File: config.mk
export PLATFORM = sky130hd
export DESIGN_NAME = conv_window_gen
export DESIGN_NICKNAME = d
export VERILOG_FILES = /design/src/rtl/conv_window_gen_pkg.sv /design/src/rtl/conv_window_gen_line_buf.sv /design/src/rtl/conv_window_gen.sv
export SDC_FILE = /design/constraint.sdc
export NUM_CORES = 1
export LEC_CHECK = 0
export BUFFER_PORTS_ARGS = -buffer_cell sky130_fd_sc_hd__clkbuf_2
export CAP_MARGIN = 20
export CORE_UTILIZATION = 60
export DETAILED_ROUTE_END_ITERATION = 6
export PLACE_DENSITY = 0.8
export SLEW_MARGIN = 5
export SYNTH_ARGS = -nofsm -noshare
export SYNTH_HDL_FRONTEND = slang
export SYNTH_SLANG_ARGS = --single-unit
File: constraint.sdc
create_clock -name clk -period 4.8 [get_ports clk]
set_input_delay 0.72 -clock clk [delete_from_list [all_inputs] [get_ports clk]]
set_output_delay 0.72 -clock clk [all_outputs]
set_load 0.005 [all_outputs]
File: src/rtl/conv_window_gen_pkg.sv
// Shared definitions for the CNN window generator and the convolution engine:
// window FSM states, window width helpers and the (ch, ky, kx) -> sample index
// mapping. Both sides must pack data2conv with the same function.
package conv_window_gen_pkg;

    typedef enum logic [0:0] {
        ST_FILL = 1'b0,
        ST_RUN  = 1'b1
    } state_e;

    // Number of samples carried by one window.
    function automatic int win_samples(input int cl_in, input int kernel);
        return cl_in * kernel * kernel;
    endfunction

    // Sample slot of channel ch, window row ky (0 = oldest), column kx (0 = leftmost).
    function automatic int win_idx(input int ch, input int ky, input int kx, input int kernel);
        return ch * kernel * kernel + ky * kernel + kx;
    endfunction

    // Counter width able to hold 0..depth-1 (never narrower than one bit).
    function automatic int cnt_width(input int depth);
        return (depth > 1) ? $clog2(depth) : 1;
    endfunction

endpackage

File: src/rtl/conv_window_gen_line_buf.sv
// Single-row pixel delay: dout_o is the pixel accepted DEPTH beats ago.
// Advances only on accepted beats, so input gaps stall the delay line.
module line_buf
    import conv_window_gen_pkg::*;
#(
    parameter int DEPTH = 8,
    parameter int WIDTH = 8
) (
    input  logic             clk,
    input  logic             rst,
    input  logic [WIDTH-1:0] din_i,
    input  logic             adv_i,
    output logic [WIDTH-1:0] dout_o
);

    logic [WIDTH-1:0] mem_q [DEPTH];

    // Shift the row delay by one pixel on every accepted beat
    always_ff @(posedge clk or negedge rst) begin
        if (!rst) begin
            for (int i = 0; i < DEPTH; i++) begin
                mem_q[i] <= '0;
            end
        end else if (adv_i) begin
            mem_q[0] <= din_i;
            for (int i = 1; i < DEPTH; i++) begin
                mem_q[i] <= mem_q[i-1];
            end
        end
    end

    assign dout_o = mem_q[DEPTH-1];

endmodule

File: src/rtl/conv_window_gen.sv
// Streaming KERNEL x KERNEL window generator (stride 1, valid windows only).
// A chain of KERNEL-1 row delays supplies the vertical taps; a register array
// shifting left per accepted beat supplies the horizontal taps. The window is
// published on data2conv with a one-cycle en_out, one cycle after the pixel
// that completes it.
module conv_window_gen
    import conv_window_gen_pkg::*;
#(
    parameter int CL_IN  = 4,
    parameter int KERNEL = 3,
    parameter int N      = 2,
    parameter int IMG_W  = 8,
    parameter int IMG_H  = 8
) (
    input  logic                              clk,
    input  logic                              rst,
    input  logic [CL_IN*N-1:0]                pix_in,
    input  logic                              pix_valid,
    output logic [CL_IN*KERNEL*KERNEL*N-1:0]  data2conv,
    output logic                              en_out,
    output logic                              frame_done
);

    localparam int PW = CL_IN * N;
    localparam int DW = win_samples(CL_IN, KERNEL) * N;
    localparam int CW = cnt_width(IMG_W);
    localparam int RW = cnt_width(IMG_H);

    localparam logic [CW-1:0] COL_LAST       = CW'(IMG_W - 1);
    localparam logic [RW-1:0] ROW_LAST       = RW'(IMG_H - 1);
    localparam logic [RW-1:0] ROW_PRIME_LAST = RW'((KERNEL > 1) ? (KERNEL - 2) : 0);
    // A 1x1 kernel needs no priming rows, so it lives in ST_RUN permanently.
    localparam state_e        ST_INIT        = (KERNEL == 1) ? ST_RUN : ST_FILL;

    // chain_s[0] is the incoming pixel, chain_s[j] the same column j rows above.
    logic [PW-1:0] chain_s [KERNEL];

    logic [PW-1:0] win_q [KERNEL][KERNEL];
    logic [PW-1:0] win_d [KERNEL][KERNEL];

    logic [CW-1:0] col_q, col_d;
    logic [RW-1:0] row_q, row_d;
    state_e        state_q, state_d;
    logic          en_q, en_d;
    logic          fd_q, fd_d;
    logic [DW-1:0] d2c_q, d2c_d;
    logic [DW-1:0] pack_s;
    logic          last_col_s;
    logic          last_row_s;
    logic          col_ok_s;

    assign chain_s[0] = pix_in;

    genvar g;
    for (g = 0; g < KERNEL - 1; g++) begin : g_lb
        line_buf #(
            .DEPTH (IMG_W),
            .WIDTH (PW)
        ) u_line_buf (
            .clk    (clk),
            .rst    (rst),
            .din_i  (chain_s[g]),
            .adv_i  (pix_valid),
            .dout_o (chain_s[g+1])
        );
    end

    // Next window: shift every row left and append the newest column on the right
    always_comb begin
        win_d = win_q;
        if (pix_valid) begin
            for (int ky = 0; ky < KERNEL; ky++) begin
                for (int kx = 0; kx < KERNEL - 1; kx++) begin
                    win_d[ky][kx] = win_q[ky][kx+1];
                end
                win_d[ky][KERNEL-1] = chain_s[KERNEL-1-ky];
            end
        end else begin
            win_d = win_q;
        end
    end

    // Pack the next window into the CE sample order
    always_comb begin
        pack_s = '0;
        for (int ch = 0; ch < CL_IN; ch++) begin
            for (int ky = 0; ky < KERNEL; ky++) begin
                for (int kx = 0; kx < KERNEL; kx++) begin
                    pack_s[win_idx(ch, ky, kx, KERNEL)*N +: N] = win_d[ky][kx][ch*N +: N];
                end
            end
        end
    end

    // Position counters, FSM next state and output next values
    always_comb begin
        col_d      = col_q;
        row_d      = row_q;
        state_d    = state_q;
        en_d       = 1'b0;
        fd_d       = 1'b0;
        d2c_d      = d2c_q;
        last_col_s = (col_q == COL_LAST);
        last_row_s = (row_q == ROW_LAST);
        col_ok_s   = (int'(col_q) >= KERNEL - 1);

        if (pix_valid) begin
            if (last_col_s) begin
                col_d = '0;
                if (last_row_s) begin
                    row_d = '0;
                end else begin
                    row_d = row_q + 1'b1;
                end
            end else begin
                col_d = col_q + 1'b1;
            end
        end else begin
            col_d = col_q;
        end

        case (state_q)
            ST_FILL: begin
                if (pix_valid && last_col_s && (row_q == ROW_PRIME_LAST)) begin
                    state_d = ST_RUN;
                end else begin
                    state_d = ST_FILL;
                end
            end
            ST_RUN: begin
                if (pix_valid && last_col_s && last_row_s && (KERNEL > 1)) begin
                    state_d = ST_FILL;
                end else begin
                    state_d = ST_RUN;
                end
            end
            default: begin
                state_d = ST_INIT;
            end
        endcase

        if (pix_valid && (state_q == ST_RUN) && col_ok_s) begin
            en_d  = 1'b1;
            fd_d  = last_col_s && last_row_s;
            d2c_d = pack_s;
        end else begin
            en_d  = 1'b0;
            fd_d  = 1'b0;
        end
    end

    // Register FSM state, counters and all outputs
    always_ff @(posedge clk or negedge rst) begin
        if (!rst) begin
            state_q <= ST_INIT;
            col_q   <= '0;
            row_q   <= '0;
            en_q    <= 1'b0;
            fd_q    <= 1'b0;
            d2c_q   <= '0;
        end else begin
            state_q <= state_d;
            col_q   <= col_d;
            row_q   <= row_d;
            en_q    <= en_d;
            fd_q    <= fd_d;
            d2c_q   <= d2c_d;
        end
    end

    // Hold the sliding window registers
    always_ff @(posedge clk or negedge rst) begin
        if (!rst) begin
            for (int ky = 0; ky < KERNEL; ky++) begin
                for (int kx = 0; kx < KERNEL; kx++) begin
                    win_q[ky][kx] <= '0;
                end
            end
        end else begin
            win_q <= win_d;
        end
    end

    assign data2conv  = d2c_q;
    assign en_out     = en_q;
    assign frame_done = fd_q;

endmodule

==> impl_metrics.json <==
{
  "cp_data_arrival_time_ns": 2.76,
  "switchingPower_mw": 1.771,
  "synthCells": 611,
  "ys_ff_latch": 257,
  "status": "finished, final reports clean",
  "dpl.cell_count": 879,
  "synth.area.top_cells": "dfrtp_1 (67%), mux2_2 (26%), o21ai_0 (1.7%)",
  "seq_area_frac_synth": 0.6673,
  "pwr-share-clk": 0.273,
  "critical_path.max_fanout": 127,
  "maxSlewViolCount": 0,
  "max-clock-path-buffers": 3,
  "drive_gt1_frac": 0.4922,
  "max_freq_mhz": 420.4,
  "setup_viol": 0,
  "hold_buffers": 0,
  "whs_ns": 0.3088,
  "clock_skew_ns": 0.006387,
  "wirelength_um": 14840,
  "syn2layout_area_growth_pct": 13.71,
  "drc": 0,
  "post-synth-top-area-cell": "dfrtp_1",
  "p_seq_frac": 0.512,
  "grt_setup_unrepaired": "false",
  "period_needed_ns": 2.378,
  "num_rows": 45,
  "cts_setup_buffers": 0,
  "dp_hpwl_um": 9116,
  "fin_cells": 920,
  "first_pass_iters": 4,
  "grt_max_degree": 129,
  "cts_buffers": 25,
  "clk_pin_slew_ns": 0.06,
  "power_leakage_nw": 5.289,
  "end_kind": "register",
  "stdcell_area_um2": 10960,
  "die_w_um": 128.7,
  "slew_headroom": 0.2955,
  "syn_avg_cell_area_um2": 15.77,
  "start_util": 0.6247,
  "detail_route.vias_per_cell": 5.308,
  "finalWeightedCongestion": 0.7129,
  "io_buffers": 84,
  "worstPathRequired_ns": 5.18,
  "first_global_vias": 5085,
  "cts_tree": "built",
  "core_area_um2": 15430,
  "root_buffer": "clkbuf_16",
  "fin_crit_sh": 0.4955,
  "irDropWorstVdd_mv": 0.3934,
  "cts_max_level": 1,
  "hold_path_class": "input port to asynchronous set/reset pin",
  "maxCapViolations": 0,
  "wl_per_cell_um": 16.13,
  "p_int_mw": 4.959,
  "drt_iter0_drc": 308,
  "total_power_mw": 6.730,
  "num_vias": 4883,
  "placed_area_um2": 10180,
  "powerDensity_nw_per_um2": 614.1,
  "start_kind": "input port",
  "die_y_um": 128.7,
  "clkLatencyLatePin_ns": 0.50,
  "synth_top_area_frac": 0.6673,
  "syn_nets": 629,
  "grt_pass1_wl_um": 25310,
  "ys_warn_count": 0,
  "antenna-diode-count": 0,
  "cts.sinks": 257,
  "ant_nets": 0,
  "syn_area_um2": 9638,
  "ys_types": 17,
  "tns_ns": 0,
  "final_nets": 713,
  "die-area_um2": 16570,
  "combinationalPowerShare": 0.216,
  "grt.total_usage": 0.1920,
  "final_hold_viol_count": 0,
  "layout_common_cells": "dfrtp_1 (257), mux2_2 (220), clkbuf_2 (82)",
  "switching_share": 0.2632,
  "antenna_found_initial": 0,
  "cts_resized": 0,
  "tightest_slew_ns": 1.057,
  "gr-total-overflow": 0,
  "ios": 85,
  "final_common_cell": "dfrtp_1",
  "critical_path_class": "input port to register"
}
==> layer usage <==
metal	routed length, µm	vias up	part of all wire	GRT usage
li1	-	2260	-	-
met1	6811	2523	0.46	0.2737
met2	7297	78	0.49	0.3113
met3	475	22	0.032	0.02911
met4	252	0	0.017	0.05606
met5	0	-	0	0
==> through the flow <==
| stage | utilization | worst slack, ns |
|---|---|---|
| detailed placement | 0.6599 | 1.948 |
| floorplan | - | 2.991 |
| CTS | 0.7104 | 2.478 |
| global placement | 0.6599 | 1.989 |
| global route | 0.7104 | 2.288 |
| finish | 0.7104 | 2.422 |
==> cells in the mapped netlist <==
cell type,count
nand2_1,18
mux2i_1,1
clkbuf_1,7
buf_2,18
and3_2,1
nor2_1,2
o311ai_4,1
o22a_1,1
inv_2,1
buf_6,7
inv_1,35
or3b_2,1
dfrtp_1,257
o21ai_0,33
and4b_1,1
mux2_2,220
ha_1,7
==> cell type report <==
type                            count  area (µm²)
Tap cell                          211       264.0
Timing Repair Buffer               89       474.2
Multi-Input combinational cell    286        2877
Inverter                           36       135.1
Sequential cell                   257        6431
Clock buffer                       39       768.2
Fill cell                        1045        4468
Clock inverter                      2       10.01
==> kinds of logic after synthesis <==
family,after synthesis,synth area share
compound gates,35,0.02077
fa+ha+maj,7,0.009087
buf+inv,68,0.03427
flops,257,0.6673
mux,221,0.2581
simple gates,23,0.01052
==> flip-flops by register name, summed over array words and instances (netlist names) <==
| signal | count |
|---|---|
| state_q | 1 |
| frame_done | 1 |
| en_out | 1 |
| win_q | 48 |
| g_lb.u_line_buf.dout_o | 16 |
| data2conv | 72 |
| g_lb.u_line_buf.mem_q | 112 |
| row_q | 3 |
| col_q | 3 |
==> worst paths after layout <==
path	slack, ns	to	start	depth (start not counted)
worst max-delay path	2.42	win_q[32]	pix_valid	3
worst min-delay path	0.31	win_q[39]	rst	1
worst max register to register	2.54	data2conv[27]	col_q[1]	4
worst min register to register	0.50	win_q[63]	win_q[63]	1
max in group asynchronous	3.31	win_q[32]	rst	2
min in group clk	0.46	g_lb[0].u_line_buf.mem_q[63]	pix_in[7]	3
==> critical path, stage by stage <==
cell    delay, ns
buf_6        0.74
buf_4        0.78
mux2_2       0.42
==> power by group through the flow <==
stage                     clock network (mW)  registers, mW  logic (mW)
after detailed placement                   0           3.48        1.47
after CTS                               1.87           3.45        1.49
after floorplan                            0           3.35       0.996
after global routing                    1.96           3.55        1.60
after global placement                     0           3.41        1.39
final                                   1.83           3.44        1.45
Note: power is estimated with default switching activity, not from simulation.
